File: src/rtl/counter_prog.sv
// Programmable up/down counter with one-shot and auto-reload modes.
// Ports: clock_i, reset_i (sync, active-high), enable_i, dir_i, reload_i,
//   load_i, load_val_i, max_i, cmp_i -> counter_val_o, tc_o, finished_o,
//   busy_o, match_o (combinational compare).
module counter_prog #(
   parameter int WIDTH = 8
) (
   input  logic             clock_i,
   input  logic             reset_i,
   input  logic             enable_i,
   input  logic             dir_i,
   input  logic             reload_i,
   input  logic             load_i,
   input  logic [WIDTH-1:0] load_val_i,
   input  logic [WIDTH-1:0] max_i,
   input  logic [WIDTH-1:0] cmp_i,
   output logic [WIDTH-1:0] counter_val_o,
   output logic             tc_o,
   output logic             finished_o,
   output logic             busy_o,
   output logic             match_o
);

   typedef enum logic [1:0] {
      IDLE = 2'd0,
      RUN  = 2'd1,
      DONE = 2'd2
   } state_t;

   state_t           state_q;
   state_t           state_d;
   logic [WIDTH-1:0] cnt_q;
   logic [WIDTH-1:0] cnt_d;
   logic             tc_q;
   logic             tc_d;

   logic [WIDTH-1:0] term_val;
   logic [WIDTH-1:0] start_val;
   logic [WIDTH-1:0] step_val;
   logic             at_term;
   logic             lands;

   assign term_val  = dir_i ? '0 : max_i;
   assign start_val = dir_i ? max_i : '0;

   // Counting up from above the limit is treated as already terminal,
   // so an up step can never wrap past max_i.
   assign at_term = dir_i ? (cnt_q == '0) : (cnt_q >= max_i);

   // Only used when not at terminal, so neither direction can wrap.
   assign step_val = dir_i ? (cnt_q - WIDTH'(1)) : (cnt_q + WIDTH'(1));
   assign lands    = (step_val == term_val);

   always_ff @(posedge clock_i) begin
      if (reset_i) begin
         state_q <= IDLE;
         cnt_q   <= '0;
         tc_q    <= 1'b0;
      end else begin
         state_q <= state_d;
         cnt_q   <= cnt_d;
         tc_q    <= tc_d;
      end
   end

   always_comb begin
      state_d = state_q;
      cnt_d   = cnt_q;
      tc_d    = 1'b0;
      if (load_i) begin
         cnt_d   = load_val_i;
         state_d = IDLE;
      end else if (enable_i && (state_q != DONE)) begin
         if (at_term) begin
            // Reload restarts silently; one-shot finishes holding value.
            if (reload_i) begin
               cnt_d   = start_val;
               state_d = RUN;
            end else begin
               state_d = DONE;
            end
         end else begin
            cnt_d   = step_val;
            tc_d    = lands;
            state_d = (lands && !reload_i) ? DONE : RUN;
         end
      end
   end

   assign counter_val_o = cnt_q;
   assign tc_o          = tc_q;
   assign finished_o    = (state_q == DONE);
   assign busy_o        = (state_q == RUN);
   assign match_o       = (cnt_q == cmp_i);

endmodule
File: config.mk
export PLATFORM = sky130hd
export DESIGN_NAME = counter_prog
export DESIGN_NICKNAME = d
export VERILOG_FILES = /design/src/rtl/counter_prog.sv
export SDC_FILE = /design/constraint.sdc
export NUM_CORES = 1
export LEC_CHECK = 0
export BUFFER_PORTS_ARGS = -buffer_cell sky130_fd_sc_hd__buf_2
export CAP_MARGIN = 20
export CORE_UTILIZATION = 35
export CTS_BUF_LIST = sky130_fd_sc_hd__clkbuf_2 sky130_fd_sc_hd__clkbuf_4 sky130_fd_sc_hd__clkbuf_8
export DETAILED_ROUTE_END_ITERATION = 6
export PLACE_DENSITY = 0.56
export SLEW_MARGIN = 20
export SYNTH_ARGS = -nofsm -noshare
export SYNTH_HDL_FRONTEND = slang
export SYNTH_SLANG_ARGS = --single-unit
export TNS_END_PERCENT = 10
File: constraint.sdc
create_clock -name clock_i -period 3.2 [get_ports clock_i]
set_input_delay 0.16 -clock clock_i [delete_from_list [all_inputs] [get_ports clock_i]]
set_output_delay 0.16 -clock clock_i [all_outputs]
set_load 0.02 [all_outputs]
Word-level counts from Yosys, hierarchy flattened
Index checks and enable logic that the tools add are counted.
{ "classes": {"mul": 0, "n_reduce_logical": 8, "add_sub_neg": 2, "n_bitwise": 1, "n_lt_le_gt_ge": 1, "shift": 0, "n_eq_ne": 6, "n_mux": 11, "div": 0} }
{ "ops": {"columns": ["operator", "n"], "rows": [
  ["8-bit two-way mux", 7],
  ["8-bit == test", 2],
  ["8-bit by 1-bit adder with 8-bit output, second input constant", 1],
  ["8-bit greater-or-equal comparator", 1],
  ["8-bit zero test", 1],
  ["8-bit by 1-bit subtractor with 8-bit output, second input constant", 1],
  ["2-bit two-way mux", 3],
  ["4-bit OR reduction", 1],
  ["3-bit inequality test, second input constant", 1],
  ["2-bit by 1-bit == test with 1-bit output, second input constant", 1],
  ["2-bit == test, second input constant", 1],
  ["1-bit logical AND", 2],
  ["2-bit inequality test, second input constant", 1],
  ["2-bit AND reduction", 1],
  ["2-bit nonzero test", 1],
  ["2-bit OR reduction", 1],
  ["1-bit zero test", 1],
  ["1-bit two-way mux", 1],
  ["1-bit inverter", 1]
]} }
{ "word_totals": {"output_inout_bits": 12, "regBits": 11, "inputBits": 30, "n_memories": 0, "word_cells": 32, "romBits": 0, "ram_bits": 0, "latch_bits": 0} }

Longest topological paths before layout
Gate-level depths: netlist of run 1.
{ "depth": {"ltp_word": 6, "ltp_mapped": 9, "depth_no_buf": 8} }

Worst setup path after synthesis of run 1
Ideal clock, no wire load.
{ "synth_timing": {"path_type": "register to register", "startpoint": "register cnt_q[0], in the netlist counter_val_o[0]", "endpoint": "register tc_q, in the netlist tc_o", "setup_time_ps": 78, "synth_period_minus_slack_ps": 2543, "path_stages_with_launch": 9, "arrival_ps": 2465, "required_time_ps": 3122, "path_buffers": 0, "setup_slack_ps": 657, "cell_sequence": "dfxtp_1 -> inv_1 -> fa_1 -> nand2b_1 -> a21oi_1 -> o211ai_1 -> and3_1 -> or4_1 -> nor3_1"} }
{ "synth_between": {"elab_chain_cells": 3, "word_cells_on_any_way": 8, "cone_classes": "2 x add/sub; 1 x order compare; 1 x eq/ne; 2 x mux; 2 x reduce/logical"} }
{ "synth_rtl": {"columns": ["item", "line_no", "text"], "rows": [
  ["start: declaration", "32", "logic [WIDTH-1:0] cnt_q;"],
  ["start signal: assignment", "61", "cnt_q <= cnt_d;"],
  ["8-bit by 1-bit adder with 8-bit output (tied with other cells)", "51", "assign step_val = dir_i ? (cnt_q - WIDTH'(1)) : (cnt_q + WIDTH'(1));"],
  ["8-bit two-way mux / 1-bit two-way mux (equally long branches)", "51, 48", null],
  ["8-bit == test / 4-bit OR reduction (equally long branches)", null, null],
  ["end signal: assignment", "62", "tc_q <= tc_d;"],
  ["end: declaration", "34", "logic tc_q;"]
]} }
Parallel ways exist; a longest one is shown, timed or not.
A chain may end at the register's enable or synchronous reset.

Final worst setup path of run 1
Same ends and word-level chain as after synthesis.

==> qor.yml, run 1 <==
synth_top_flop_cell: "dfxtp_1"
pin_count: 42
synth_top_cell_by_area: "dfxtp_1"
cellPowerDensity_nw_per_um2: 423
wirelength_met1_um: 2310
ir_drop_mv: 0.157
yosysMostFrequentCell: "nor2_1"
synth_common_cells: "nor2_1 (20), xnor2_1 (15), ha_1 (14), inv_1 (14), dfxtp_1 (11)"
antenna_found_initial: 0
fin_crit_ps: 2690
start_kind: "register"
drt_iter0_drc: 100
hold_viol: 0
fmax_mhz: 372
dr_wl_met2_um: 2240
grt_pass1_wl_um: 7920
crit_fanout: 8
avgSynthCellArea_um2: 7.88
hold_class: "in -> reg"
ys_seq_area_share_pct: 14.0
rsz0062_at_grt: "false"
avgViaCountPerCell: 5.63
hpwl_um: 3690
synthArstFlopShare_pct: 0
worst_ep_arrival_time_ps: 2870
postSynthRegisterBits: 11
drv_cap: 0
highest_layer: "met4"
clock_skew_ps: 1.18
crit_type: "reg -> reg"
layout-drive-gt1-share_pct: 25.1
wl_per_cell_um: 16.6
grt_pass1_vias: 1573
die_y_um: 69.1
clk-insertion-delay-late_ps: 250
clock-root-buffer: "clkbuf_8"
place.gp.congestion: 0.900
wl_um: 4820
cp-end-kind: "register"
tightest_slew_ps: 474
clock_sink_count: 11
p_leak_nw: 0.833
netlist_area_um2: 1580
slowest_delay_ps: 560
clkTransAtPathRegs_ps: 60
track_usage_pct: 21.0
cts.repair.resized: 0
ctsHoldBuffers: 0
ant_nets: 0
cts_tree: "done"
met3_length_um: 206
synth_edf_count: 0
coreArea_um2: 4350
outcome: "complete, no violations"
portBuffers: 41
yosys-top-cells-area: "dfxtp_1 (14%), ha_1 (11%), xnor2_1 (8.3%)"
synthesis.nets: 245
ys_warn_count: 0
setup_tns_ps: 0
grt-ovfl-total: 0
dpl.cell_count: 287
fin_cells: 291
die_area_um2: 4780
min_period_over_period_pct: 84.0
syn_to_final_growth_pct: 18.7
clk_path_buf_depth: 2
vias: 1638
dr.pass1.iters: 4
grt_max_degree: 19
relSlewSlack_pct: 68.3
fp.dieW_um: 69.1
fill_cells: 466
finalMaxSlewViolations: 0
drc: 0
htree_levels: 1
worstPathCellList: "inv_1, fa_1, nand2b_1, a21oi_1, o211ai_1, and3_1, or4_1, nor3_1"
start_util_pct: 36.2
synth_cell_types: 58
fin_nets: 285
slowest_stage: "or4_1"
rows: 24
final-setup-viol-count: 0
worst_ep_required_time_ps: 3380
antenna_cells: 0
cts_inserted_buffers: 3
synth_top_area_share_pct: 14.0
post_cts_buffers: 0
synth_cells: 200
power by group:
group	leakage, nW	internal, W	total [W]	switching, W
combinational	0.716	0.000188	0.000441	0.000253
clock	0.0262	0.0000969	0.000168	0.0000708
sequential	0.0908	0.000152	0.000183	0.0000305
state kept, by name, indices dropped and copies added (netlist names):
name / cells
tc_o: 1
state_q: 2
counter_val_o: 8
per-layer routing:
metal / vias up / track usage, %
li1: 829 / -
met1: 752 / 28.9
met2: 50 / 34.1
met3: 7 / 2.63
met4: 0 / 6.35
met5: - / 0
area by class of cell:
| cell class | count | area, µm² | area share [%] |
|---|---|---|---|
| Clock buffer | 4 | 48.8 | 2.61 |
| Timing Repair Buffer | 43 | 220 | 11.8 |
| Multi-Input combinational cell | 166 | 1260 | 67.4 |
| Tap cell | 52 | 65.1 | 3.48 |
| Inverter | 15 | 56.3 | 3.01 |
| Sequential cell | 11 | 220 | 11.8 |
worst paths after layout:
path                                  startpoint  slack, ps               end  cells past startpoint
worst max-delay path            counter_val_o[0]        510              tc_o                      8
worst min-delay path               load_val_i[1]        240  counter_val_o[1]                      3
worst max register to register  counter_val_o[0]        510              tc_o                      8
worst min register to register        state_q[1]        590        state_q[1]                      2
cell families (layout without fill, tap and decap cells):
logic type / Yosys count / after routing / share of synthesized area [%]
AO/OA/AOI/OAI: 65 / 65 / 32.9
flip-flops: 11 / 11 / 14.0
AND/OR/NAND/NOR: 69 / 69 / 24.7
adder cells (fa/ha/maj): 15 / 15 / 12.4
XOR/XNOR: 17 / 17 / 9.92
buffers and inverters: 23 / 62 / 6.11
worst max-delay path: cells and delay by family, from the launching register on:
| kind | cells | cell delay (ps) |
|---|---|---|
| AOI/OAI and AO/OA | 2 | 420 |
| adders and majority gates | 1 | 440 |
| buffers and inverters | 1 | 160 |
| DFF | 1 | 490 |
| and+or+nand+nor | 4 | 1110 |
through the flow:
step | total power [W] | util (%) | cell area (µm²) | setup WS, ps | hold WS (ps)
after floorplan | 0.000510 | - | 1580 | 657 | 340
after global placement | 0.000627 | 41.8 | 1820 | 590 | 497
after detailed placement | 0.000623 | 41.8 | 1820 | 550 | 501
after CTS | 0.000791 | 43.0 | 1870 | 520 | 240
after global routing | 0.000854 | 43.0 | 1870 | 240 | 257
final | 0.000791 | 43.0 | 1870 | 512 | 238
cells in the final DEF, fill, tap and decap left out, types with 3 or more instances in the layout:
| master | netlist | final |
|---|---|---|
| a221oi_1 | 3 | 3 |
| nand2_1 | 9 | 9 |
| nor3_1 | 3 | 3 |
| xnor2_1 | 15 | 15 |
| ha_1 | 14 | 14 |
| buf_2 | 2 | 41 |
| inv_1 | 14 | 14 |
| nor2b_1 | 4 | 4 |
| o211ai_1 | 4 | 4 |
| dfxtp_1 | 11 | 11 |
| nand2b_1 | 6 | 6 |
| clkbuf_8 | 0 | 3 |
| a31oi_1 | 4 | 4 |
| nor4_1 | 3 | 3 |
| nor2_1 | 20 | 20 |
| nand4_1 | 6 | 6 |
| and3_1 | 4 | 4 |
| o21ai_0 | 8 | 8 |
| a21oi_1 | 10 | 10 |
| a21o_1 | 3 | 3 |
| a211oi_1 | 4 | 4 |
No activity file was read; power rests on OpenSTA's default activity.
==> run 2, diff against run 1 <==
--- a/config.mk
+++ b/config.mk
@@ -5,6 +5,7 @@
 export SDC_FILE = /design/constraint.sdc
 export NUM_CORES = 1
 export LEC_CHECK = 0
+export ABC_AREA = 1
 export BUFFER_PORTS_ARGS = -buffer_cell sky130_fd_sc_hd__buf_2
 export CAP_MARGIN = 20
 export CORE_UTILIZATION = 35
==> constraint.sdc (replaced) <==
create_clock -name clock_i -period 2.6 [get_ports clock_i]
set_input_delay 0.13 -clock clock_i [delete_from_list [all_inputs] [get_ports clock_i]]
set_output_delay 0.13 -clock clock_i [all_outputs]
set_load 0.02 [all_outputs]
==> run 2 against run 1 <==
Against the previous run:
- area after synthesis shrank 1.2%
- first-iteration DRC count shrank 7.0%
- power grew 5.2%
- critical path depth grew 7
- combinational power is essentially flat
- fmax grew 28%
- sequential power grew 15%
- sequential share of layout area grew 0.15 points
- die area shrank 1.2%
- flip-flop and latch count is the same
- register-to-register slack is essentially flat
==> qor.yml, run 2 <==
outcome: "complete, no violations"
synth_cells: 272
p_clk_share_pct: 22.0
rsz0062_at_grt: "false"
setup_tns_ps: 0
clk_path_buf_depth: 2
fp.dieW_um: 68.7
postSynthRegisterBits: 11
clock-root-buffer: "clkbuf_8"
power_w: 0.000832
crit_fanout: 5
tightest_slew_ps: 520
syn_to_final_growth_pct: 18.6
min_period_over_period_pct: 80.6
fill_cells: 466
muxShareOfSynthArea_pct: 0
slowest_stage: "dfxtp_1"
cpMostUsedCell: "nand2_1"
synth_top_flop_cell: "dfxtp_1"
track_usage_pct: 19.1
cp-endpoint: "state_q[1]"
netlist_area_um2: 1560
synthesis.nets: 317
p_leak_nw: 1.05
wl_per_cell_um: 11.5
fmax_mhz: 477
hold_viol: 0
grt_pass1_wl_um: 6850
clock_sink_count: 11
pin_count: 42
yosys-top-cells-area: "nand2_1 (18%), dfxtp_1 (14%), ha_1 (11%)"
die_area_um2: 4720
htree_levels: 1
avgSynthCellArea_um2: 5.73
synth_top_area_share_pct: 18.3
slowest_delay_ps: 450
cts.repair.resized: 0
synth_cell_types: 25
start_util_pct: 37.6
wl_um: 4170
die_y_um: 68.7
fin_crit_ps: 2090
synthArstFlopShare_pct: 0
ir_drop_mv: 0.257
synth_compound_area_share_pct: 12.3
drt_iter0_drc: 93
ys_warn_count: 0
critical_path.startpoint: "counter_val_o[1]"
layout_commonest_cell: "nand2_1"
cts_tree: "done"
cp-end-kind: "register"
synth_common_cells: "nand2_1 (76), inv_1 (45), nand3_1 (30)"
cellPowerDensity_nw_per_um2: 451
vias: 1759
p_seq_share_pct: 25.2
final-setup-viol-count: 0
start_kind: "register"
relSlewSlack_pct: 65.0
antenna_cells: 0
ctsHoldBuffers: 0
hpwl_um: 3470
worstPathCellList: "inv_1, fa_1, inv_1, nand2_1, nand2_1, nand3_1, nand3_1, nand2_1, nor2_1, nand2_1, nor2_1, nand2_1, nand2_2, nand2_2, a21oi_2"
fin_nets: 360
antenna_found_initial: 0
synth_top_family_by_area: "simple AND/OR/NAND/NOR gates"
crit_type: "reg -> reg"
yosys.area_share.simple_pct: 40.7
r2r_end: "state_q[1]"
p_switching_w: 0.000364
largest_register_ffs: 8
fin_ws_ps: 505
drv_cap: 0
worst_ep_arrival_time_ps: 2270
grt_pass1_vias: 1518
timing.rr.start: "counter_val_o[1]"
yosysMostFrequentCell: "nand2_1"
rows: 23
clock_skew_ps: 1.74
combPwrFrac_pct: 52.7
worst_ep_required_time_ps: 2780
portBuffers: 41
drc: 0
grt_max_degree: 21
synth-xor-area-share_pct: 6.75
synth_edf_count: 0
avgViaCountPerCell: 4.83
intPower_w: 0.000469
dr.pass1.iters: 4
cts_inserted_buffers: 3
ant_nets: 0
clk-insertion-delay-late_ps: 240
rrSetupSlack_ps: 510
ys_seq_area_share_pct: 14.1
coreArea_um2: 4140
sw_frac_of_total_pct: 43.7
post_cts_buffers: 0
finalMaxSlewViolations: 0
place.gp.congestion: 0.838
synth_top_cell_by_area: "nand2_1"
hold_class: "in -> reg"
layout-drive-gt1-share_pct: 17.5
synth-adder-area-share_pct: 12.5
final_cell_mix: "nand2_1 (76), inv_1 (45), buf_2 (41)"
clkTransAtPathRegs_ps: 50
place_ws_ps: 448
rr_worst_depth: 15
grt-ovfl-total: 0
==> run 2: changes by cell type in the layout (fill, tap and decap cells not counted), sizes merged, moves of 5 or more <==
cell and delta:
o211ai -5, nand2b -6, a21oi +12, nand2 +70, nor2 +8, inv +33, xnor2 -8, nand3 +29
a211oi -5
==> run 2: how the worst min path moves through the flow <==
stage / startpoint / end / slack, ps / depth (start not counted)
2_1_floorplan: reset_i / state_q[0] / 300 / 3
3_3_place_gp: load_val_i[4] / counter_val_o[4] / 410 / 3
3_5_place_dp: load_val_i[6] / counter_val_o[6] / 410 / 3
4_1_cts: load_val_i[6] / counter_val_o[6] / 160 / 3
5_1_grt: load_val_i[4] / counter_val_o[4] / 180 / 3
6_report: load_val_i[6] / counter_val_o[6] / 150 / 3
==> run 2: kinds of logic (layout without fill, tap and decap cells) <==
logic type | Yosys count | in the layout
buffers and inverters | 51 | 93
adders and majority gates | 15 | 15
AOI/OAI and AO/OA | 36 | 36
and+or+nand+nor | 147 | 147
xor gates and xnor gates | 12 | 12
DFF | 11 | 11
==> run 2: metrics by stage <==
stage,utilization [%],std cells,hold slack [ps],instance area [µm²]
finish,44.6,364,154,1850
global route,44.6,364,176,1850
CTS,44.6,364,160,1850
detailed placement,43.4,360,410,1800
global placement,43.4,360,407,1800
floorplan,-,272,301,1560
==> run 2: cell type report <==
type                            count  area (µm²)  area share [%]
Clock buffer                        4        48.8            2.64
Timing Repair Buffer               42         213            11.5
Sequential cell                    11         220            11.9
Multi-Input combinational cell    210        1130            61.0
Tap cell                           50        62.6            3.39
Inverter                           47         176            9.55
==> run 2: power groups by stage <==
| stage | Combinational (W) | Sequential, W | Clock (W) |
|---|---|---|---|
| after floorplan | 0.000315 | 0.000223 | 0 |
| after global placement | 0.000442 | 0.000213 | 0 |
| after detailed placement | 0.000439 | 0.000213 | 0 |
| after CTS | 0.000442 | 0.000210 | 0.000189 |
| after global routing | 0.000507 | 0.000212 | 0.000197 |
| final | 0.000439 | 0.000210 | 0.000183 |
==> run 2: per-layer routing <==
metal	track usage [%]	share of wire [%]	vias to the layer above
li1	-	-	954
met1	27.5	50	765
met2	30.4	45	35
met3	1.15	3.5	5
met4	5.36	1.0	0
met5	0	0	-
==> run 2: critical path: cells and delay by family, from the launching register on <==
| kind | cells | cell delay [ps] |
|---|---|---|
| adder cells (fa/ha/maj) | 1 | 400 |
| AND/OR/NAND/NOR | 11 | 820 |
| AO/OA/AOI/OAI | 1 | 100 |
| flip-flops | 1 | 450 |
| buffers and inverters | 2 | 250 |
